<file path="config.mk">
export PLATFORM = sky130hd
export DESIGN_NAME = audio_sample_pacer
export DESIGN_NICKNAME = d
export VERILOG_FILES = /design/src/rtl/audio_pkg.sv /design/src/rtl/audio_phase_acc.sv /design/src/rtl/audio_sample_pacer.sv
export SDC_FILE = /design/constraint.sdc
export NUM_CORES = 1
export LEC_CHECK = 0
export CORE_MARGIN = 4
export CORE_UTILIZATION = 55
export CTS_BUF_LIST = sky130_fd_sc_hd__clkbuf_8
export CTS_CLUSTER_SIZE = 14
export DETAILED_ROUTE_END_ITERATION = 10
export PLACE_DENSITY = 0.75
export SYNTH_ARGS = -nofsm -noshare
export SYNTH_HDL_FRONTEND = slang
export SYNTH_HIERARCHICAL = 1
export SYNTH_SLANG_ARGS = --single-unit
</file>
<file path="constraint.sdc">
create_clock -name clk_pixel -period 7.5 [get_ports clk_pixel]
set_clock_uncertainty 0.1 [all_clocks]
set_input_delay 1.5 -clock clk_pixel [delete_from_list [all_inputs] [get_ports clk_pixel]]
set_output_delay 1.5 -clock clk_pixel [all_outputs]
set_load 0.05 [all_outputs]
</file>
<file path="src/rtl/audio_pkg.sv">
// Shared types and constants for the HDMI audio sample pacer.
package audio_pkg;

    typedef enum logic {
        UR_HOLD = 1'b0,
        UR_ZERO = 1'b1
    } underrun_mode_t;

    localparam logic [8:0] VOLUME_UNITY = 9'd256;
    localparam int         UNDERRUN_W   = 16;

    function automatic logic [8:0] clamp_volume(input logic [8:0] v);
        return (v > VOLUME_UNITY) ? VOLUME_UNITY : v;
    endfunction

endpackage

</file>
<file path="src/rtl/audio_phase_acc.sv">
// Fractional phase accumulator: emits SAMPLE_RATE ticks per CLK_HZ cycles on
// average, plus a roughly 50% duty registered clock that falls at each tick.
module audio_phase_acc #(
    parameter int CLK_HZ      = 75_000_000,
    parameter int SAMPLE_RATE = 48_000
) (
    input  logic clk_pixel,
    input  logic reset_n,
    input  logic enable,
    output logic tick_comb,
    output logic tick,
    output logic clk_out
);

    localparam int AW = $clog2(CLK_HZ) + 1;
    localparam logic [AW-1:0] CLK_K  = AW'(CLK_HZ);
    localparam logic [AW-1:0] HALF_K = AW'(CLK_HZ / 2);
    localparam logic [AW-1:0] STEP_K = AW'(SAMPLE_RATE);

    generate
        if (SAMPLE_RATE <= 0 || SAMPLE_RATE >= CLK_HZ / 4) begin : g_rate_check
            $error("audio_phase_acc: SAMPLE_RATE must be positive and below CLK_HZ/4");
        end
    endgenerate

    logic [AW-1:0] acc_q, acc_d, nxt;
    logic          tick_q, clk_q;

    // acc < CLK_HZ and step < CLK_HZ/4, so the sum never overflows AW bits.
    always_comb begin
        nxt       = acc_q + STEP_K;
        tick_comb = enable && (nxt >= CLK_K);
        acc_d     = nxt;
        if (!enable) begin
            acc_d = '0;
        end else if (tick_comb) begin
            acc_d = nxt - CLK_K;
        end
    end

    always_ff @(posedge clk_pixel or negedge reset_n) begin
        if (!reset_n) begin
            acc_q  <= '0;
            tick_q <= 1'b0;
            clk_q  <= 1'b0;
        end else begin
            acc_q  <= acc_d;
            tick_q <= tick_comb;
            clk_q  <= (acc_d >= HALF_K);
        end
    end

    assign tick    = tick_q;
    assign clk_out = clk_q;

endmodule

</file>
<file path="src/rtl/audio_sample_pacer.sv">
// Paces multi-channel audio frames out of a show-ahead FIFO at an exact
// average sample rate, applies volume, and handles FIFO underrun.
module audio_sample_pacer
    import audio_pkg::*;
#(
    parameter int             CLK_HZ        = 75_000_000,
    parameter int             SAMPLE_RATE   = 48_000,
    parameter int             CHANNELS      = 2,
    parameter int             SAMPLE_WIDTH  = 16,
    parameter underrun_mode_t UNDERRUN_MODE = UR_HOLD
) (
    input  logic                                     clk_pixel,
    input  logic                                     reset_n,
    input  logic                                     enable,
    input  logic [8:0]                               volume,
    input  logic [CHANNELS*SAMPLE_WIDTH-1:0]         fifo_data,
    input  logic                                     fifo_empty,
    output logic                                     fifo_rden,
    output logic                                     sample_strobe,
    output logic                                     clk_audio,
    output logic [CHANNELS-1:0][SAMPLE_WIDTH-1:0]    audio_sample_word,
    input  logic                                     underrun_clear,
    output logic [UNDERRUN_W-1:0]                    underrun_count
);

    generate
        if (CHANNELS < 1) begin : g_chan_check
            $error("audio_sample_pacer: CHANNELS must be at least 1");
        end
    endgenerate

    // Gain never exceeds unity, so truncating the shifted product is safe.
    function automatic logic [SAMPLE_WIDTH-1:0] scale(
        input logic signed [SAMPLE_WIDTH-1:0] s,
        input logic [8:0]                     v
    );
        logic signed [SAMPLE_WIDTH+9:0] prod;
        prod = s * $signed({1'b0, v});
        return SAMPLE_WIDTH'(prod >>> 8);
    endfunction

    logic                                  tick_comb;
    logic [CHANNELS*SAMPLE_WIDTH-1:0]      s1_q, s1_d;
    logic                                  s1_vld_q;
    logic [CHANNELS-1:0][SAMPLE_WIDTH-1:0] word_q, word_d, scaled;
    logic [UNDERRUN_W-1:0]                 ur_cnt_q, ur_cnt_d;
    logic [8:0]                            vol_c;

    audio_phase_acc #(
        .CLK_HZ      (CLK_HZ),
        .SAMPLE_RATE (SAMPLE_RATE)
    ) u_phase (
        .clk_pixel (clk_pixel),
        .reset_n   (reset_n),
        .enable    (enable),
        .tick_comb (tick_comb),
        .tick      (sample_strobe),
        .clk_out   (clk_audio)
    );

    assign fifo_rden = tick_comb && !fifo_empty;
    assign vol_c     = clamp_volume(volume);

    // Stage 1: pop the FIFO head, or apply the underrun policy when empty.
    always_comb begin
        s1_d     = s1_q;
        ur_cnt_d = ur_cnt_q;
        if (tick_comb) begin
            if (!fifo_empty) begin
                s1_d = fifo_data;
            end else if (UNDERRUN_MODE == UR_ZERO) begin
                s1_d = '0;
            end
        end
        if (underrun_clear) begin
            ur_cnt_d = '0;
        end else if (tick_comb && fifo_empty && (ur_cnt_q != '1)) begin
            ur_cnt_d = ur_cnt_q + UNDERRUN_W'(1);
        end
    end

    // Stage 2: per-channel volume scaling, volume sampled in this cycle.
    for (genvar c = 0; c < CHANNELS; c++) begin : g_chan
        assign scaled[c] = scale(s1_q[c*SAMPLE_WIDTH +: SAMPLE_WIDTH], vol_c);
    end

    always_comb begin
        word_d = s1_vld_q ? scaled : word_q;
    end

    always_ff @(posedge clk_pixel or negedge reset_n) begin
        if (!reset_n) begin
            s1_q     <= '0;
            s1_vld_q <= 1'b0;
            word_q   <= '0;
            ur_cnt_q <= '0;
        end else begin
            s1_q     <= s1_d;
            s1_vld_q <= tick_comb;
            word_q   <= word_d;
            ur_cnt_q <= ur_cnt_d;
        end
    end

    assign audio_sample_word = word_q;
    assign underrun_count    = ur_cnt_q;

endmodule

</file>
== After elaboration in Yosys (flattened, before gate mapping) ==
Cells that the tools add are included.

* Mux-type cells: 5
* Bitwise logic cells: 1
* Order comparisons: 3
* Equal/unequal tests: 1
* Add/sub/neg operators: 3
* Reductions and logical operators: 7
* $mul: 2

{| class="wikitable"
|+ Operators by type and width
! cell !! number
|-
| 28-bit two-way mux || 2
|-
| 16-bit by 10-bit multiplier with 24-bit output || 2
|-
| 16-bit two-way mux || 2
|-
| 28-bit by 16-bit adder with 28-bit output (second input constant) || 1
|-
| 28-bit by 26-bit >= comparator with 1-bit output (second input constant) || 1
|-
| 28-bit by 27-bit >= comparator with 1-bit output (second input constant) || 1
|-
| 28-bit by 27-bit subtractor with 28-bit output (second input constant) || 1
|-
| 16-bit by 1-bit adder with 16-bit output (second input constant) || 1
|-
| 16-bit != test (second input constant) || 1
|-
| 9-bit > comparator (second input constant) || 1
|-
| 9-bit two-way mux || 1
|-
| 1-bit logical AND || 4
|-
| 2-bit AND reduction || 1
|-
| 2-bit nonzero test || 1
|-
| 1-bit zero test || 1
|-
| 1-bit inverter || 1
|}

* Register bits after elaboration: 110
* Word-level logic and storage cells: 29

== Longest topological paths before layout ==
* Depth after elaboration: 7
* Depth in mapped cells: 22
* Gate-level depth less buffers: 20

== Hierarchy ==
Netlist, hierarchy kept.

{| class="wikitable"
|+ By module, submodules not included
! module !! area each (sq um) !! sequential area each (sq um) !! instances !! cells each
|-
| audio_sample_pacer || 13061.3 || 2026.9 || 1 || 1387
|-
| audio_phase_acc || 2452.4 || 625.6 || 1 || 297
|}

== Worst setup path before layout ==
No wires, ideal clock.

* Kind: input-to-reg
* Start point: input port volume[8]
* End point: register word_q, in the netlist audio_sample_word[14]
* Arrival time: 6.728 ns
* Stages: 21
* Buffers on the path: 2
* Slack: 0.548 ns
* Required time: 7.276 ns
* Cell sequence: clkbuf_1 > nor2b_1 > clkbuf_1 > and2_1 > fa_1 > inv_1 > fa_1 > inv_1 > fa_1 > fa_1 > inv_1 > fa_1 > inv_1 > ha_1 > a21o_1 > a21o_1 > a21oi_1 > nor3b_1 > o211ai_1 > and4b_1 > a211o_1

* Word-level cells in the longest chain between the ends: 3

{| class="wikitable"
|+ Ends and longest elaborated chain
! what !! line !! RTL
|-
| start, declared || audio_sample_pacer.sv:15 || <nowiki>input logic [8:0] volume,</nowiki>
|-
| 9-bit > comparator || audio_pkg.sv:13 || <nowiki>return (v > VOLUME_UNITY) ? VOLUME_UNITY : v;</nowiki>
|-
| 9-bit two-way mux * || audio_pkg.sv:13 ||
|-
| 16-bit by 10-bit multiplier with 24-bit output * || audio_sample_pacer.sv:38 || <nowiki>prod = s * $signed({1'b0, v});</nowiki>
|-
| end signal, assigned || audio_sample_pacer.sv:100 || <nowiki>word_q <= word_d;</nowiki>
|-
| end, declared || audio_sample_pacer.sv:45 || <nowiki>logic [CHANNELS-1:0][SAMPLE_WIDTH-1:0] word_q, word_d, scaled;</nowiki>
|}

Every way passes the cells marked *; elsewhere a longest branch is shown, timed or not.
A chain may end at the register's enable or synchronous reset.

== Final worst setup path ==
* Start point: input port volume[8]
* End point: register word_q, in the netlist audio_sample_word[11]

Same word-level chain as after synthesis.

==> results.yml <==
routing:
  vias: 11800
  routed_via_density: 5.57
  drt-wirelength-per-cell_um: 16.8
  iter_0_drt_violations: 689
  routed_wl_um: 35700
  drt_pre_antenna_iters: 5
  antenna_left: 0
  drc: 0
outcome:
  run_status: "completed"
place:
  port_buffers: 96
  routabilityCongestion: 0.935
  dp_hpwl_um: 28400
  dp_worst_setup_slack_ns: -0.0399
  post_dp_cell_area_sq_mm: 0.0169
global_routing:
  most_congested_layer_reported_by_global_routing: "met2"
  grt_antenna_before_repair: 1
  grtUsageTotal_pct: 24.2
  grt_overflow_total: 0
  use_met3_pct: 3.00
  globalRouteMet1Util_pct: 31.5
  grt_first_pass_wirelength_um: 61200
  first_global_vias: 12600
  grt.met2_usage_pct: 42.9
  grt_max_degree: 57
sta:
  timing.slew.headroom_pct: 40.4
  max_clock_freq_ghz: 0.140
  fin_worst_hold_slack_ns: 0.398
  rsz0062_at_grt: "no"
  postLayoutSetupSlackWorst_ns: 0.337
  drv_slew: 0
  final_min_period_over_clock_period_pct: 95.5
  timing.final.setup_violations: 0
  report.final.hold_viol_count: 0
  tightestPinTransition_ns: 0.888
  finalWorstPathRequiredPeriod_ns: 7.16
final_layout:
  antennaDiodeCount: 0
  ff_latch_area_sq_mm: 0.00265
  post_route_design_area_sq_mm: 0.0172
  filler_cell_count: 2393
  net_count_of_the_finished_layout: 2118
  flow.area_growth_from_synthesis_pct: 10.6
  total_area_of_multi_input_combinational_cells_sq_mm: 0.0114
  drive_gt1_share_pct: 8.37
cts:
  clock_latency_late_sink_ns: 0.42
  cts_setup_buffers: 0
  cts-root-buf: "sky130_fd_sc_hd__clkbuf_8"
  htree_num_levels: 3
  tritoncts: "done"
  clock_sink_count: 106
  postCtsHoldBufs: 0
  cts-root-to-sink-buffers: 2
  cts-resized-gates: 0
  cts_buffers: 9
  cts.clk_slew.worst_paths_ns: 0.12
critical_path:
  cp_slowest_stage_delay_ns: 0.55
  critical_path.max_fanout: 22
  worst_setup_path_start_kind: "input port"
  arrival_ns: 7.36
  cell_family_with_the_largest_share_of_critical_path_delay: "adder cells"
  crit_buf_inv: 5
  crit_path_end_kind: "flip-flop"
  critical_path_required_ns: 7.70
  crit_path_top_delay_cell: "sky130_fd_sc_hd__fa_1"
  worstPathCellList: "clkdlybuf4s50_1 -> buf_12 -> nor2b_2 -> nand2_1 -> fa_1 -> fa_1 -> inv_1 -> fa_1 -> fa_1 -> inv_1 -> fa_1 -> inv_1 -> ha_1 -> nand4_1 -> or3_1 -> o21ai_2 -> a31oi_2 -> o21ai_1 -> xor2_1 -> mux2_2"
  dominant_cell_type_by_count_on_the_critical_path: "sky130_fd_sc_hd__fa_1"
  worstSetupPathType: "in -> reg"
logic_synthesis:
  yosysWarnings: 6
  synth.avg_cell_area_sq_um: 9.21
  synth.area.mux_share_pct: 3.97
  synthCells: 1684
  synth_xor_xnor_area_share_pct: 4.04
  synth_compound_area_share_pct: 10.1
  yosys.area_share.simple_pct: 17.5
  synth_seq_area_share_pct: 17.1
  synthesized_flop_and_latch_total: 106
  main_combinational_cell_family_by_area_after_synthesis: "adder cells"
  syn_area_sq_mm: 0.0155
  synthArstFlopShare_pct: 100
  synth_adder_area_share_pct: 37.8
  synth.lib_cells_used.distinct: 94
  synth-edff-count: 0
  postSynthNetCount: 2062
  synth_ff_type: "sky130_fd_sc_hd__dfrtp_1"
min_path:
  holdCritPathClass: "reg -> reg"
floorplanning:
  core.rowCount: 61
  fp.dieH_um: 176
  initial_core_util_pct: 55.8
  design.core.area_sq_mm: 0.0278
  boundaryPins: 97
  die-area_sq_mm: 0.0310
  chipWidth_um: 176
pwr:
  cellLeakagePower_nw: 8.54
  power.ir.vdd_worst_mv: 0.111
  power.density_mw_per_mm2: 144
run:
  total_of_max_cap_violations: 0
[layout make-up]
cell class              count  area share (%)
multi-input cells        1191            66.4
flip-flops and latches    106            15.5
repair buffers            131            7.41
inverters                 301            6.58
well taps                 378            2.76
clock buffers              10           0.802
clock inverters             6           0.561
[sequential cells by signal, indices dropped and copies added (netlist names)]
register           flops
audio_sample_word     32
s1_vld_q               1
u_phase/tick           1
u_phase/clk_out        1
s1_q                  32
underrun_count        16
u_phase/acc_q         23
[cells in the final DEF (no fill, tap or decap), types with 6 or more instances in the layout]
cell,Yosys,routed
sky130_fd_sc_hd__inv_1,301,301
sky130_fd_sc_hd__fa_1,228,228
sky130_fd_sc_hd__nand2_1,207,207
sky130_fd_sc_hd__and2_1,132,132
sky130_fd_sc_hd__dfrtp_1,106,106
sky130_fd_sc_hd__ha_1,104,104
sky130_fd_sc_hd__clkdlybuf4s50_1,0,95
sky130_fd_sc_hd__nor2_1,55,55
sky130_fd_sc_hd__xnor2_1,46,46
sky130_fd_sc_hd__mux2_2,44,44
sky130_fd_sc_hd__nor3_1,34,34
sky130_fd_sc_hd__a21oi_1,33,33
sky130_fd_sc_hd__buf_4,2,32
sky130_fd_sc_hd__xor2_1,23,23
sky130_fd_sc_hd__o21ai_0,18,18
sky130_fd_sc_hd__nand3_1,16,16
sky130_fd_sc_hd__a211oi_1,15,15
sky130_fd_sc_hd__nand4_1,13,13
sky130_fd_sc_hd__a21o_1,12,12
sky130_fd_sc_hd__or3_1,10,10
sky130_fd_sc_hd__clkbuf_8,0,10
sky130_fd_sc_hd__a31oi_1,9,9
sky130_fd_sc_hd__mux2i_1,9,9
sky130_fd_sc_hd__o31ai_1,9,9
sky130_fd_sc_hd__o21a_1,9,9
sky130_fd_sc_hd__nor4_1,8,8
sky130_fd_sc_hd__nor2b_2,0,7
sky130_fd_sc_hd__nor2b_1,15,7
sky130_fd_sc_hd__and4_1,7,7
sky130_fd_sc_hd__o211ai_1,7,7
sky130_fd_sc_hd__nand2b_1,7,7
sky130_fd_sc_hd__and3_1,6,6
sky130_fd_sc_hd__or2_2,6,6
sky130_fd_sc_hd__a211o_1,6,6
[cells by family after synthesis]
group / count (synthesis)
adder cells (fa/ha/maj): 332
XOR/XNOR: 70
flip-flops: 106
AO/OA/AOI/OAI: 198
multiplexers: 55
AND/OR/NAND/NOR: 536
buffers and inverters: 387
[report_power, final]
| group | switching, mW | leakage [nW] | total [mW] | internal [mW] |
|---|---|---|---|---|
| clock network | 0.228 | 0.115 | 0.430 | 0.202 |
| registers | 0.114 | 1.40 | 0.753 | 0.639 |
| logic | 0.767 | 7.02 | 1.29 | 0.522 |
[final timing paths]
check                                       from                    end  slack [ns]  cells after the start
hold reg to reg            audio_sample_word[20]  audio_sample_word[20]        0.40                      1
setup / recovery                       volume[8]  audio_sample_word[11]        0.34                     20
setup reg to reg                         s1_q[6]  audio_sample_word[11]        1.74                     17
max in group asynchronous                reset_n  audio_sample_word[17]        5.09                      2
min in group asynchronous                reset_n      underrun_count[7]        1.03                      1
hold / removal             audio_sample_word[20]  audio_sample_word[20]        0.40                      1
[stage by stage]
step | std cells | utilization (%) | power [mW] | TNS, ns
after detailed placement | 2107 | 60.9 | 2.05 | -0.0630
final | 2123 | 61.8 | 2.47 | 0
after global placement | 2107 | 60.9 | 2.02 | 0
after global routing | 2123 | 61.8 | 2.67 | 0
after CTS | 2123 | 61.8 | 2.50 | 0
after floorplan | 1684 | - | 1.69 | 0
[per-layer routing]
| layer | vias to the layer above | wire (um) |
|---|---|---|
| met4 | 2 | 849 |
| li1 | 5476 | - |
| met2 | 319 | 18200 |
| met3 | 69 | 1580 |
| met1 | 5951 | 15000 |
| met5 | - | 13 |
[synth_stat cells, types with 15 or more instances]
library cell	number	area, sq um
sky130_fd_sc_hd__inv_1	301	1130
sky130_fd_sc_hd__fa_1	228	4560
sky130_fd_sc_hd__nand2_1	207	777
sky130_fd_sc_hd__and2_1	132	826
sky130_fd_sc_hd__dfrtp_1	106	2650
sky130_fd_sc_hd__ha_1	104	1300
sky130_fd_sc_hd__nor2_1	55	206
sky130_fd_sc_hd__clkbuf_1	47	176
sky130_fd_sc_hd__xnor2_1	46	403
sky130_fd_sc_hd__mux2_2	44	495
sky130_fd_sc_hd__nor3_1	34	170
sky130_fd_sc_hd__a21oi_1	33	165
sky130_fd_sc_hd__buf_1	30	113
sky130_fd_sc_hd__xor2_1	23	201
sky130_fd_sc_hd__o21ai_0	18	90.1
sky130_fd_sc_hd__nand3_1	16	80.1
sky130_fd_sc_hd__a211oi_1	15	113
sky130_fd_sc_hd__nor2b_1	15	93.8
[worst reg2reg max path: cells and delay by family, from the launching register on]
kind,cells,cell delay (ns)
DFF,1,0.61
and+or+nand+nor,3,0.72
AOI/OAI and AO/OA,3,0.73
buffers and inverters,3,0.15
xor gates and xnor gates,1,0.10
adders and majority gates,6,2.99
muxes,1,0.27
No activity file was read; power rests on OpenSTA's default activity.
